$ cat src/rtl/eth_pkg.sv
// Shared types and constants for the Ethernet receive header parser.
package eth_pkg;

  localparam int unsigned BYTE_W        = 8;
  localparam int unsigned ETH_HDR_BYTES = 14;
  localparam int unsigned HDR_CNT_W     = 4;
  localparam int unsigned MAC_W         = 48;
  localparam int unsigned ETYPE_W       = 16;
  localparam int unsigned STAT_W        = 32;

  localparam logic [ETYPE_W-1:0] ETHERTYPE_IPV4 = 16'h0800;
  localparam logic [MAC_W-1:0]   MAC_BCAST      = 48'hFFFF_FFFF_FFFF;

  typedef struct packed {
    logic [MAC_W-1:0]   dst;
    logic [MAC_W-1:0]   src;
    logic [ETYPE_W-1:0] ethertype;
  } eth_hdr_t;

  typedef enum logic [1:0] {
    HDR  = 2'd0,
    FWD  = 2'd1,
    DROP = 2'd2
  } rx_state_t;

  // Saturating increment for statistics counters.
  function automatic logic [STAT_W-1:0] sat_inc(input logic [STAT_W-1:0] v);
    return (&v) ? v : v + STAT_W'(1);
  endfunction

endpackage

$ cat src/rtl/eth_rx_hdr_parser_if.sv
// Byte-wide AXI-Stream input and output of the receive header parser.
interface eth_rx_hdr_parser_if #(
  parameter int unsigned DATA_WIDTH = 8
);

  logic [DATA_WIDTH-1:0] s_axis_tdata;
  logic                  s_axis_tvalid;
  logic                  s_axis_tready;
  logic                  s_axis_tlast;
  logic [DATA_WIDTH-1:0] m_axis_tdata;
  logic                  m_axis_tvalid;
  logic                  m_axis_tready;
  logic                  m_axis_tlast;

  // Frame source / datagram sink side.
  modport master (
    output s_axis_tdata, s_axis_tvalid, s_axis_tlast,
    input  s_axis_tready,
    input  m_axis_tdata, m_axis_tvalid, m_axis_tlast,
    output m_axis_tready
  );

  // Parser side.
  modport slave (
    input  s_axis_tdata, s_axis_tvalid, s_axis_tlast,
    output s_axis_tready,
    output m_axis_tdata, m_axis_tvalid, m_axis_tlast,
    input  m_axis_tready
  );

endinterface

$ cat src/rtl/axis_skid_buf.sv
// Two-entry AXI-Stream skid buffer (data plus tlast) with a registered ready.
module axis_skid_buf #(
  parameter int unsigned DATA_WIDTH = 8
) (
  input  logic                  clk,
  input  logic                  rst,
  input  logic [DATA_WIDTH-1:0] i_s_data,
  input  logic                  i_s_last,
  input  logic                  i_s_valid,
  output logic                  o_s_ready,
  output logic [DATA_WIDTH-1:0] o_m_data,
  output logic                  o_m_last,
  output logic                  o_m_valid,
  input  logic                  i_m_ready
);

  localparam int unsigned ENT_W = DATA_WIDTH + 1;

  logic [ENT_W-1:0] r_out;
  logic [ENT_W-1:0] r_skid;
  logic             r_out_valid;
  logic             r_skid_valid;
  logic             w_push;
  logic             w_load;

  assign w_push = i_s_valid & ~r_skid_valid;
  assign w_load = ~r_out_valid | i_m_ready;

  // Output register refills from the skid entry first to preserve order.
  always_ff @(posedge clk or posedge rst) begin
    if (rst) begin
      r_out        <= '0;
      r_skid       <= '0;
      r_out_valid  <= 1'b0;
      r_skid_valid <= 1'b0;
    end else if (w_load) begin
      if (r_skid_valid) begin
        r_out        <= r_skid;
        r_out_valid  <= 1'b1;
        r_skid_valid <= 1'b0;
      end else begin
        r_out_valid <= w_push;
        if (w_push) begin
          r_out <= {i_s_last, i_s_data};
        end
      end
    end else if (w_push) begin
      r_skid       <= {i_s_last, i_s_data};
      r_skid_valid <= 1'b1;
    end
  end

  assign o_s_ready              = ~r_skid_valid;
  assign o_m_valid              = r_out_valid;
  assign {o_m_last, o_m_data}   = r_out;

endmodule

$ cat src/rtl/eth_rx_hdr_parser.sv
// Ethernet receive header parser: filters on dst MAC / EtherType, strips the header.
// Optional statistics counters are enabled with ETH_RX_STATS_EN.
module eth_rx_hdr_parser
  import eth_pkg::*;
#(
  parameter int unsigned DATA_WIDTH   = 8,
  parameter bit          PROMISC      = 1'b0,
  parameter bit          ACCEPT_BCAST = 1'b1
) (
  input  logic                  clk,
  input  logic                  rst,
  input  logic [MAC_W-1:0]      local_mac,
  eth_rx_hdr_parser_if.slave    bus,
  output logic                  hdr_valid,
  output logic [MAC_W-1:0]      hdr_dst_mac,
  output logic [MAC_W-1:0]      hdr_src_mac,
  output logic [ETYPE_W-1:0]    hdr_ethertype
`ifdef ETH_RX_STATS_EN
  ,
  output logic [STAT_W-1:0]     stat_rx_ok,
  output logic [STAT_W-1:0]     stat_rx_drop_filter,
  output logic [STAT_W-1:0]     stat_rx_runt
`endif
);

  localparam int unsigned SR_W = (ETH_HDR_BYTES - 1) * BYTE_W;
  localparam logic [HDR_CNT_W-1:0] CNT_LAST       = HDR_CNT_W'(ETH_HDR_BYTES - 1);
  localparam logic [HDR_CNT_W-1:0] CNT_MAC_SAMPLE = HDR_CNT_W'(5);

  if (DATA_WIDTH != 8) begin : g_bad_width
    $error("eth_rx_hdr_parser: DATA_WIDTH must be 8");
  end

  rx_state_t            r_state;
  rx_state_t            w_state_nxt;
  logic [HDR_CNT_W-1:0] r_cnt;
  logic [HDR_CNT_W-1:0] w_cnt_nxt;
  logic [SR_W-1:0]      r_sr;
  logic [MAC_W-1:0]     r_local_mac;
  eth_hdr_t             r_hdr;
  logic                 r_hdr_valid;

  eth_hdr_t             w_hdr;
  logic                 w_pass;
  logic                 w_s_ready;
  logic                 w_push;
  logic                 w_accept;
  logic                 w_reject;
  logic                 w_runt;
  logic                 w_sr_en;
  logic                 w_mac_en;
  logic                 w_skid_ready;

  // Full header as seen on the byte-13 beat: 13 stored bytes plus the current one.
  assign w_hdr  = eth_hdr_t'({r_sr, bus.s_axis_tdata});
  assign w_pass = (PROMISC || (w_hdr.dst == r_local_mac) ||
                   (ACCEPT_BCAST && (w_hdr.dst == MAC_BCAST))) &&
                  (w_hdr.ethertype == ETHERTYPE_IPV4);

  always_ff @(posedge clk or posedge rst) begin
    if (rst) begin
      r_state <= HDR;
      r_cnt   <= '0;
    end else begin
      r_state <= w_state_nxt;
      r_cnt   <= w_cnt_nxt;
    end
  end

  always_comb begin
    w_state_nxt = r_state;
    w_cnt_nxt   = r_cnt;
    w_s_ready   = 1'b1;
    w_push      = 1'b0;
    w_accept    = 1'b0;
    w_reject    = 1'b0;
    w_runt      = 1'b0;
    w_sr_en     = 1'b0;
    w_mac_en    = 1'b0;
    unique case (r_state)
      HDR: begin
        if (bus.s_axis_tvalid) begin
          w_sr_en  = 1'b1;
          w_mac_en = (r_cnt == CNT_MAC_SAMPLE);
          if (r_cnt == CNT_LAST) begin
            w_cnt_nxt = '0;
            if (bus.s_axis_tlast) begin
              w_runt = 1'b1;
            end else if (w_pass) begin
              w_accept    = 1'b1;
              w_state_nxt = FWD;
            end else begin
              w_reject    = 1'b1;
              w_state_nxt = DROP;
            end
          end else if (bus.s_axis_tlast) begin
            w_runt    = 1'b1;
            w_cnt_nxt = '0;
          end else begin
            w_cnt_nxt = r_cnt + HDR_CNT_W'(1);
          end
        end
      end
      FWD: begin
        w_s_ready = w_skid_ready;
        if (bus.s_axis_tvalid && w_skid_ready) begin
          w_push = 1'b1;
          if (bus.s_axis_tlast) begin
            w_state_nxt = HDR;
          end
        end
      end
      DROP: begin
        if (bus.s_axis_tvalid && bus.s_axis_tlast) begin
          w_state_nxt = HDR;
        end
      end
      default: begin
        w_state_nxt = HDR;
        w_cnt_nxt   = '0;
      end
    endcase
  end

  // Header capture; published fields only change on an accepted header.
  always_ff @(posedge clk or posedge rst) begin
    if (rst) begin
      r_sr        <= '0;
      r_local_mac <= '0;
      r_hdr       <= '0;
      r_hdr_valid <= 1'b0;
    end else begin
      if (w_sr_en) begin
        r_sr <= {r_sr[SR_W-BYTE_W-1:0], bus.s_axis_tdata};
      end
      if (w_mac_en) begin
        r_local_mac <= local_mac;
      end
      if (w_accept) begin
        r_hdr <= w_hdr;
      end
      r_hdr_valid <= w_accept;
    end
  end

  axis_skid_buf #(
    .DATA_WIDTH (DATA_WIDTH)
  ) u_skid (
    .clk       (clk),
    .rst       (rst),
    .i_s_data  (bus.s_axis_tdata),
    .i_s_last  (bus.s_axis_tlast),
    .i_s_valid (w_push),
    .o_s_ready (w_skid_ready),
    .o_m_data  (bus.m_axis_tdata),
    .o_m_last  (bus.m_axis_tlast),
    .o_m_valid (bus.m_axis_tvalid),
    .i_m_ready (bus.m_axis_tready)
  );

  assign bus.s_axis_tready = w_s_ready;
  assign hdr_valid         = r_hdr_valid;
  assign hdr_dst_mac       = r_hdr.dst;
  assign hdr_src_mac       = r_hdr.src;
  assign hdr_ethertype     = r_hdr.ethertype;

`ifdef ETH_RX_STATS_EN
  logic [STAT_W-1:0] r_stat_ok;
  logic [STAT_W-1:0] r_stat_drop;
  logic [STAT_W-1:0] r_stat_runt;

  always_ff @(posedge clk or posedge rst) begin
    if (rst) begin
      r_stat_ok   <= '0;
      r_stat_drop <= '0;
      r_stat_runt <= '0;
    end else begin
      if (r_hdr_valid) begin
        r_stat_ok <= sat_inc(r_stat_ok);
      end
      if (w_reject) begin
        r_stat_drop <= sat_inc(r_stat_drop);
      end
      if (w_runt) begin
        r_stat_runt <= sat_inc(r_stat_runt);
      end
    end
  end

  assign stat_rx_ok          = r_stat_ok;
  assign stat_rx_drop_filter = r_stat_drop;
  assign stat_rx_runt        = r_stat_runt;
`endif

endmodule

$ cat src/flat_wrapper.sv
// flat-port wrapper written by rule: the top's interface ports become plain ports
module eth_rx_hdr_parser_flat import eth_pkg::*;
#(
  parameter int unsigned DATA_WIDTH   = 8,
  parameter bit          PROMISC      = 1'b0,
  parameter bit          ACCEPT_BCAST = 1'b1
)
  (clk, rst, local_mac, hdr_valid, hdr_dst_mac, hdr_src_mac, hdr_ethertype, bus_s_axis_tdata, bus_s_axis_tvalid, bus_s_axis_tlast, bus_s_axis_tready, bus_m_axis_tdata, bus_m_axis_tvalid, bus_m_axis_tlast, bus_m_axis_tready);
  eth_rx_hdr_parser_if #(.DATA_WIDTH(DATA_WIDTH)) bus_i ();
  input  logic clk;
  input  logic rst;
  input  logic [MAC_W-1:0] local_mac;
  output logic hdr_valid;
  output logic [MAC_W-1:0] hdr_dst_mac;
  output logic [MAC_W-1:0] hdr_src_mac;
  output logic [ETYPE_W-1:0] hdr_ethertype;
  input wire logic [$bits(bus_i.s_axis_tdata)-1:0] bus_s_axis_tdata;
  input wire logic [$bits(bus_i.s_axis_tvalid)-1:0] bus_s_axis_tvalid;
  input wire logic [$bits(bus_i.s_axis_tlast)-1:0] bus_s_axis_tlast;
  output wire logic [$bits(bus_i.s_axis_tready)-1:0] bus_s_axis_tready;
  output wire logic [$bits(bus_i.m_axis_tdata)-1:0] bus_m_axis_tdata;
  output wire logic [$bits(bus_i.m_axis_tvalid)-1:0] bus_m_axis_tvalid;
  output wire logic [$bits(bus_i.m_axis_tlast)-1:0] bus_m_axis_tlast;
  input wire logic [$bits(bus_i.m_axis_tready)-1:0] bus_m_axis_tready;
  assign bus_i.s_axis_tdata = bus_s_axis_tdata;
  assign bus_i.s_axis_tvalid = bus_s_axis_tvalid;
  assign bus_i.s_axis_tlast = bus_s_axis_tlast;
  assign bus_s_axis_tready = bus_i.s_axis_tready;
  assign bus_m_axis_tdata = bus_i.m_axis_tdata;
  assign bus_m_axis_tvalid = bus_i.m_axis_tvalid;
  assign bus_m_axis_tlast = bus_i.m_axis_tlast;
  assign bus_i.m_axis_tready = bus_m_axis_tready;
  eth_rx_hdr_parser #(.DATA_WIDTH(DATA_WIDTH), .PROMISC(PROMISC), .ACCEPT_BCAST(ACCEPT_BCAST)) u_core (.clk(clk), .rst(rst), .local_mac(local_mac), .bus(bus_i), .hdr_valid(hdr_valid), .hdr_dst_mac(hdr_dst_mac), .hdr_src_mac(hdr_src_mac), .hdr_ethertype(hdr_ethertype));
endmodule
$ cat config.mk
export PLATFORM = sky130hd
export DESIGN_NAME = eth_rx_hdr_parser_flat
export DESIGN_NICKNAME = d
export VERILOG_FILES = /design/src/rtl/eth_pkg.sv /design/src/rtl/eth_rx_hdr_parser_if.sv /design/src/rtl/axis_skid_buf.sv /design/src/rtl/eth_rx_hdr_parser.sv /design/src/flat_wrapper.sv
export SDC_FILE = /design/constraint.sdc
export NUM_CORES = 1
export LEC_CHECK = 0
export ABC_AREA = 1
export CAP_MARGIN = 15
export CORE_MARGIN = 5
export CORE_UTILIZATION = 49
export CTS_BUF_LIST = sky130_fd_sc_hd__clkbuf_8
export CTS_CLUSTER_DIAMETER = 120
export DETAILED_ROUTE_END_ITERATION = 8
export GPL_ROUTABILITY_DRIVEN = 0
export GPL_TIMING_DRIVEN = 0
export MAX_ROUTING_LAYER = met4
export PLACE_DENSITY_LB_ADDON = 0.25
export SYNTH_ARGS = -nofsm -noshare
export SYNTH_HDL_FRONTEND = slang
export SYNTH_SLANG_ARGS = --single-unit
$ cat constraint.sdc
create_clock -name clk -period 27.1 [get_ports clk]
set_input_delay 5.42 -clock clk [delete_from_list [all_inputs] [get_ports clk]]
set_output_delay 5.42 -clock clk [all_outputs]
set_load 0.05 [all_outputs]
* Word level (Yosys, flattened, before mapping)
Index checks and enable logic that the tools add are counted.
Word-level totals: register bits 291, input bits 61, logic and storage cells 73
Cells by class: add/sub/neg operators 1, equal/unequal tests 13, muxes and demuxes 29, bitwise operators 6, reductions and logical operators 12
Operators with widths (count):
- 48-bit equality test | 1
- 48-bit equality test, second input constant | 1
- 9-bit 2-to-1 mux | 2
- 16-bit by 12-bit equality test with 1-bit output, second input constant | 1
- 1-bit 2-to-1 mux | 15
- 2-bit 2-to-1 mux | 7
- 4-bit 2-to-1 mux | 3
- 4-bit case mux with 2 select lines | 1
- 2-bit by 1-bit inequality test with 1-bit output, second input constant | 3
- 2-bit inequality test, second input constant | 3
- 2-bit case mux with 3 select lines | 1
- 2-bit AND reduction | 3
- 6-bit AND reduction | 1
- 4-bit by 1-bit adder with 4-bit output, second input constant | 1
- 4-bit by 3-bit equality test with 1-bit output, second input constant | 1
- 4-bit equality test, second input constant | 1
- 1-bit inverter | 4
- 2-bit nonzero test | 2
- 1-bit logical AND | 3
- 2-bit by 1-bit equality test with 1-bit output, second input constant | 1
- 2-bit equality test, second input constant | 1
- 2-bit logical NOT | 1
- 2-bit OR reduction | 1
- 1-bit AND | 1
- other kinds (2) | 2

* Depth between registers and ports, before layout
Gate-level depths: netlist of run 1.
depth in word-level cells 8, depth in mapped cells 14, gate-level depth less buffers 12

* Cells and area by module
Synthesis of run 1 repeated with hierarchy kept, for this count alone.
Unflattened totals: cell total of the unflattened synthesis 1280, area total of the unflattened synthesis 12259.3 sq um
Modules (own cells, without submodules):
- eth_rx_hdr_parser | instances 1, cells each 1161, area an instance 11313.4 sq um
- axis_skid_buf | instances 1, cells each 119, area an instance 945.9 sq um

* Worst setup path before layout of run 1
OpenSTA, ideal clock, no wires.
path kind input-to-reg, start input bus_s_axis_tdata[7], end register u_core.r_hdr (netlist bit u_core.hdr_dst_mac[20]), arrival 6.723 ns, required time 27.034 ns, slack 20.310 ns, stages on the path 7, path through inv_1 > nand4_1 > nor4_4 > buf_2 > clkbuf_1 > nand4_1 > nand2_1
On the way: cells in the longest elaborated chain, start to end 7
Ends and longest elaborated chain:
- start: declaration | RTL line flat_wrapper.sv:17 | input wire logic [$bits(bus_i.s_axis_tdata)-1:0] bus_s_axis_tdata;
- 16-bit by 12-bit equality test with 1-bit output | RTL line eth_rx_hdr_parser.sv:58 | (w_hdr.ethertype == ETHERTYPE_IPV4);
- 1-bit logical AND | RTL line eth_rx_hdr_parser.sv:57 | (ACCEPT_BCAST && (w_hdr.dst == MAC_BCAST))) &&
- 1-bit 2-to-1 mux | RTL line eth_rx_hdr_parser.sv:89 | end else if (w_pass) begin
- 1-bit 2-to-1 mux | RTL line eth_rx_hdr_parser.sv:87 | if (bus.s_axis_tlast) begin
- 1-bit 2-to-1 mux | RTL line eth_rx_hdr_parser.sv:85 | if (r_cnt == CNT_LAST) begin
- 1-bit 2-to-1 mux | RTL line eth_rx_hdr_parser.sv:82 | if (bus.s_axis_tvalid) begin
- 1-bit 2-to-1 mux | RTL line eth_rx_hdr_parser.sv:80 | unique case (r_state)
- end signal: assignment | RTL line eth_rx_hdr_parser.sv:140 | r_hdr <= w_hdr;
- end: declaration | RTL line eth_rx_hdr_parser.sv:40 | eth_hdr_t r_hdr;
No other way between the ends. A chain may end at the register's enable or synchronous reset.

* Worst setup path in the final report of run 1
start input bus_s_axis_tvalid, end register u_core.r_hdr (netlist bit u_core.hdr_dst_mac[21])
On the way: cells in the longest elaborated chain, start to end 2
Ends and longest elaborated chain:
- start: declaration | RTL line flat_wrapper.sv:18 | input wire logic [$bits(bus_i.s_axis_tvalid)-1:0] bus_s_axis_tvalid;
- 1-bit 2-to-1 mux | RTL line eth_rx_hdr_parser.sv:82
- 1-bit 2-to-1 mux | RTL line eth_rx_hdr_parser.sv:80
No other way between the ends.

==> results of run 1 <==
## metal layers
metal | vias up | wire [microns] | share of wire [%]
met1 | 4663 | 13840 | 45
met3 | 53 | 2397 | 7.8
li1 | 4722 | - | -
met2 | 347 | 13930 | 45
met4 | 0 | 588 | 1.9
met5 | - | 0 | 0
## cells by family (layout without fill, tap and decap cells)
kind of cell | after synthesis | in the layout | synth area share [%]
and+or+nand+nor | 617 | 617 | 21.91
muxes | 32 | 32 | 2.980
buffers and inverters | 188 | 455 | 6.011
adders and majority gates | 5 | 5 | 0.5173
xor gates and xnor gates | 32 | 32 | 2.318
AOI/OAI and AO/OA | 144 | 144 | 6.042
DFF | 291 | 291 | 60.22
## cell type report
type	instances	area (sq um)
Fill cell	2079	8972
Clock inverter	20	105.1
Buffer	73	295.3
Timing Repair Buffer	186	1897
Sequential cell	291	7282
Clock buffer	61	839.6
Multi-Input combinational cell	830	4084
Inverter	115	439.2
Tap cell	324	405.4
## power breakdown
group / switching (mW) / leakage, nW / total, mW / internal (mW)
logic: 0.130 / 3.21 / 0.225 / 0.0946
clock network: 0.165 / 0.550 / 0.375 / 0.209
registers: 0.0891 / 3.89 / 0.610 / 0.521
## registers in the layout, indices dropped and copies added (netlist names)
register and count:
u_core.r_local_mac 48, u_core.u_skid.r_skid_valid 1, u_core.r_state 2, u_core.u_skid.r_out 9, u_core.hdr_dst_mac 48, u_core.hdr_ethertype 16, u_core.hdr_src_mac 48, u_core.u_skid.o_m_valid 1
u_core.r_sr 104, u_core.hdr_valid 1, u_core.r_cnt 4, u_core.u_skid.r_skid 9
## placed cells by master, fill, tap and decap left out, drive strengths merged
| cell type | count |
|---|---|
| nand4 | 116 |
| clkbuf | 114 |
| o22ai | 2 |
| mux2 | 32 |
| a22oi | 1 |
| nor3b | 3 |
| nor3 | 1 |
| nor4 | 1 |
| ha | 5 |
| clkdlybuf4s50 | 184 |
| buf | 22 |
| o211ai | 1 |
| nand2 | 439 |
| nand3 | 7 |
| bufinv | 1 |
| inv | 130 |
| dfrtp | 291 |
| xnor2 | 32 |
| o31ai | 1 |
| a21oi | 28 |
| nor2 | 50 |
| clkinv | 4 |
| o21ai | 111 |
## cells in the mapped netlist, types with 2 or more instances
cell type | instances | area share, %
o22ai_1 | 2 | 0.10
clkbuf_1 | 53 | 1.6
a21oi_1 | 28 | 1.2
nand4_1 | 116 | 6.0
xnor2_1 | 32 | 2.3
nor2_1 | 50 | 1.6
nand3_1 | 7 | 0.29
ha_1 | 5 | 0.52
buf_1 | 3 | 0.093
nor3b_1 | 3 | 0.19
dfrtp_1 | 291 | 60
inv_1 | 113 | 3.5
nand2_1 | 439 | 14
mux2_2 | 32 | 3.0
buf_2 | 17 | 0.70
o21ai_0 | 111 | 4.6
## worst min path at each step
stage                                          end  slack (ps)
after floorplan                     u_core.r_sr[0]         450
after global placement    u_core.hdr_ethertype[11]         450
after detailed placement  u_core.hdr_ethertype[11]         450
after CTS                 u_core.hdr_ethertype[11]         460
after global routing      u_core.hdr_ethertype[10]         490
final                     u_core.hdr_ethertype[11]         460
## per-stage QoR
| step | cell area, sq um | cells |
|---|---|---|
| 2_1_floorplan | 12090 | 1309 |
| 3_3_place_gp | 14340 | 1817 |
| 3_5_place_dp | 14400 | 1819 |
| 4_1_cts | 15350 | 1900 |
| 5_1_grt | 15350 | 1900 |
| 6_report | 15350 | 1900 |
## critical path: cells and delay by family
kind	cells	cell delay, ps
buf+inv	3	1540
simple gates	4	1200
==> results.yml, run 1 <==
clock_network:
  post_cts_buffers: 0
  cts_inserted_buffers: 48
  clk_path_buf_depth: 3
  cts_sinks: 291
  clk_pin_slew_worst_paths_ps: 60
  cts_resized: 0
  htreeDepth: 2
  cts_hold_buf: 0
  clock_latency_ps: 560
  cts_tree: "built"
  clockRootBuffer: "clkbuf_8"
yosys:
  synth-edff-count: 0
  syn-mean-instance-area_sq_um: 9.238
  netlist_instances: 1309
  ys_types: 23
  synth-seq-cells: 291
  synthArstFlopShare_pct: 100.0
  seq_area_frac_synth_pct: 60.22
  syn_area_sq_mm: 0.01209
  yosysWarnings: 0
  synthesis.nets: 1375
  synth_ff_type: "dfrtp_1"
setup_path:
  crit_type: "in2reg"
  cp.required_ps: 27590
  crit_end: "u_core.hdr_dst_mac[21]"
  worst_ep_arrival_time_ps: 8160
  crit_start: "bus_s_axis_tvalid"
  critPathLaunchType: "primary input"
  critPathMaxFanout: 10
  cpPeakStageDelay_ps: 630
  cpMaxStageDelayCell: "nor2_1"
  worstReg2RegEnd: "u_core.hdr_dst_mac[21]"
  ff2ff_setup_slack_ps: 24150
  rr_startpoint: "u_core.r_state[0]"
  ff2ff_path_depth: 8
  path_cells: "clkdlybuf4s50_1 > nand2_1 > nor2_1 > clkbuf_1 > clkbuf_1 > nand4_1 > nand2_1"
  critPathCaptureType: "flop"
route:
  vias: 9785
  drtIter0Drc: 717
  drc_errors: 0
  dr.pass1.iters: 5
  routedWlPerCell_microns: 16.19
  routed_wl_microns: 30760
  viasPerCell: 5.150
  final_antenna_net_count: 0
timing:
  whs_ps: 457.5
  slew_headroom_pct: 49.10
  min_period_ps: 7675
  finalCritPeriodShare_pct: 28.32
  hold_viol_final: 0
  tightest_slew_ps: 757.8
  grt_setup_unrepaired: "false"
  max_freq_mhz: 130.3
  fin_skew_ps: 21.54
  setup_viol: 0
  drv_slew: 0
  fin_setup_tns_ps: 0
  layout_setup_ws_ps: 19430
finish:
  area_delta_synth_final_pct: 26.91
  final_util_pct: 63.11
  drive_gt1_share_pct: 7.614
  n_antenna_cell: 0
  nNetsFinal: 1611
grt:
  use_met3_pct: 5.563
  grt_busiest_layer: "met2"
  overflow: 0
  grt_util_met1_pct: 31.02
  antenna_found_initial: 0
  grt_max_degree: 137
  track_usage_pct: 22.95
  grt_use_met2_pct: 35.21
  grt_pass1_vias: 9929
  grt_pass1_wl_microns: 51100
min_path:
  min-delay-start: "u_core.hdr_ethertype[11]"
  hold_depth: 2
  hp-class: "reg2reg"
floorplan:
  num_rows: 57
  pin_count: 185
  dieArea_sq_mm: 0.02792
  core_area_sq_mm: 0.02432
  start_util_pct: 49.72
  chipHeight_microns: 167.1
  die_x_microns: 167.1
power_and_ir_drop:
  powerDensity_mw_per_mm2: 78.82
  ir_drop_uv: 43.35
  total_power_mw: 1.210
  p_leak_nw: 7.650
place:
  numPortBuffers: 184
  dpl.hpwl_microns: 21980
  place_ws_ps: 18870
flow_run:
  cap_violations: 0
status:
  status: "finished clean"
Power figures use the tool's default switching activity.
==> inputs of run 2 (changes only) <==
clock period = 7.92 ns   (was 27.1 ns; I/O delays follow)
==> results.yml, run 2 (synthesized netlist as in run 1, its figures left out) <==
status:
  status: "finished clean"
clock_network:
  post_cts_buffers: 0
  clockRootBuffer: "clkbuf_8"
  cts_resized: 0
  cts_tree: "built"
  clock_latency_ps: 550
  clk_path_buf_depth: 3
  htreeDepth: 2
  cts_hold_buf: 0
  cts_sinks: 291
  clk_pin_slew_worst_paths_ps: 60
  cts_inserted_buffers: 47
power_and_ir_drop:
  p_leak_nw: 7.678
  powerDensity_mw_per_mm2: 265.2
  p_int_mw: 2.747
  pwr-share-clk_pct: 29.5
  switching_share_pct: 32.56
  power.switching_mw: 1.327
  ir_drop_uv: 133.5
  p_comb_share_pct: 19.1
  seqPwrFrac_pct: 51.4
floorplan:
  num_rows: 57
  core_area_sq_mm: 0.02432
  start_util_pct: 49.72
  dieArea_sq_mm: 0.02792
  chipHeight_microns: 167.1
  die_x_microns: 167.1
  pin_count: 185
route:
  routed_wl_microns: 31310
  vias: 9776
  final_antenna_net_count: 0
  viasPerCell: 5.126
  drtIter0Drc: 747
  routedWlPerCell_microns: 16.42
  drc_errors: 0
  dr.pass1.iters: 5
finish:
  final_common_cell: "nand2_1"
  nNetsFinal: 1615
  top_register: "u_core.r_sr"
  layout.cells.most_common_list: "439 x nand2_1, 291 x dfrtp_1, 184 x clkdlybuf4s50_1"
  drive_gt1_share_pct: 7.454
  num-fill-cells: 2066
  n_antenna_cell: 0
  largest_reg_flops: 104
  area_delta_synth_final_pct: 27.00
setup_path:
  critPathCaptureType: "flop"
  crit_start: "bus_s_axis_tvalid"
  cpPeakStageDelay_ps: 630
  cpMaxStageDelayCell: "nor2_1"
  cp.required_ps: 8400
  cp_top_family: "buffers and inverters"
  crit_end: "u_core.hdr_dst_mac[22]"
  ff2ff_path_depth: 8
  worstReg2RegEnd: "u_core.hdr_dst_mac[22]"
  crit_type: "in2reg"
  critPathLaunchType: "primary input"
  critPathMaxFanout: 10
  critPathBufInv: 3
  rr_startpoint: "u_core.r_state[0]"
  path_cells: "clkdlybuf4s50_1 > nand2_1 > nor2_1 > clkbuf_1 > clkbuf_1 > nand4_1 > nand2_1"
  ff2ff_setup_slack_ps: 4900
  worst_ep_arrival_time_ps: 4420
  cp.depth: 7
timing:
  whs_ps: 460.7
  max_freq_mhz: 253.6
  fin_setup_tns_ps: 0
  slew_headroom_pct: 47.54
  setup_viol: 0
  drv_slew: 0
  layout_setup_ws_ps: 3976
  grt_setup_unrepaired: "false"
  finalCritPeriodShare_pct: 49.80
  hold_viol_final: 0
  tightest_slew_ps: 781.1
  min_period_ps: 3944
  fin_skew_ps: 27.69
min_path:
  min-delay-start: "u_core.hdr_ethertype[11]"
  hold_depth: 2
  hp-class: "reg2reg"
place:
  dpl.hpwl_microns: 22600
  place_ws_ps: 3468
  numPortBuffers: 184
grt:
  grt_pass1_wl_microns: 51560
  track_usage_pct: 23.05
  overflow: 0
  grt_max_degree: 43
  grt_pass1_vias: 10057
  antenna_found_initial: 0
flow_run:
  cap_violations: 0
[run 2: stage by stage]
| stage | instances | cell area [sq um] | utilization, % | power [mW] |
|---|---|---|---|---|
| floorplan | 1309 | 12100 | - | 2.574 |
| global placement | 1817 | 14340 | 58.98 | 2.833 |
| detailed placement | 1824 | 14480 | 59.56 | 2.882 |
| CTS | 1907 | 15360 | 63.15 | 4.099 |
| global route | 1907 | 15360 | 63.15 | 4.322 |
| finish | 1907 | 15360 | 63.15 | 4.074 |
[run 2: worst min-delay path by stage]
stage | slack [ps] | end
after CTS | 470 | u_core.hdr_ethertype[11]
after global routing | 480 | u_core.hdr_dst_mac[12]
final | 460 | u_core.hdr_ethertype[11]
after global placement | 440 | u_core.hdr_ethertype[11]
after floorplan | 450 | u_core.r_sr[0]
after detailed placement | 450 | u_core.hdr_ethertype[11]
[run 2: power groups by stage]
stage                     clock, mW  combinational (mW)  sequential [mW]
after global routing           1.31               0.892             2.12
after detailed placement          0               0.776             2.11
final                          1.20               0.778             2.09
after CTS                      1.23               0.782             2.08
after floorplan                   0               0.578             2.00
after global placement            0               0.735             2.10
[run 2: tightest hold or removal path, stage by stage (launching register included)]
cell and delay [ps]:
dfrtp_1 330, inv_1 40, nand2_1 50
[run 2: layout make-up]
type                    instances  area [sq um]  area share (%)
flip-flops and latches        291          7282           47.41
multi-input cells             830          4084           26.59
repair buffers                191          1982           12.90
clock buffers                  56         770.7           5.018
inverters                     115         435.4           2.835
well taps                     324         405.4           2.640
plain buffers                  73         295.3           1.923
clock inverters                27         103.9          0.6762
[run 2: layer usage]
| metal | part of all wire (%) | vias to the layer above | global-route usage [%] |
|---|---|---|---|
| li1 | - | 4731 | - |
| met1 | 44 | 4690 | 30.85 |
| met2 | 46 | 303 | 36.16 |
| met3 | 7.1 | 52 | 4.880 |
| met4 | 2.1 | 0 | 6.403 |
| met5 | 0 | - | - |
==> inputs of run 3 (changes only) <==
clock period = 3.4 ns   (was 7.92 ns; I/O delays follow)
==> results of run 3 <==
Same layout as run 2 (identical final DEF). Status: finished clean.
Among the figures that moved: setup slack after placement 3468 ps -> -148.2 ps; setup slack after layout 3976 ps -> 360.0 ps; register-to-register setup slack 4900 ps -> 380 ps; total power 4.074 mW -> 9.490 mW; worst IR drop on VDD 133.5 uV -> 310.9 uV
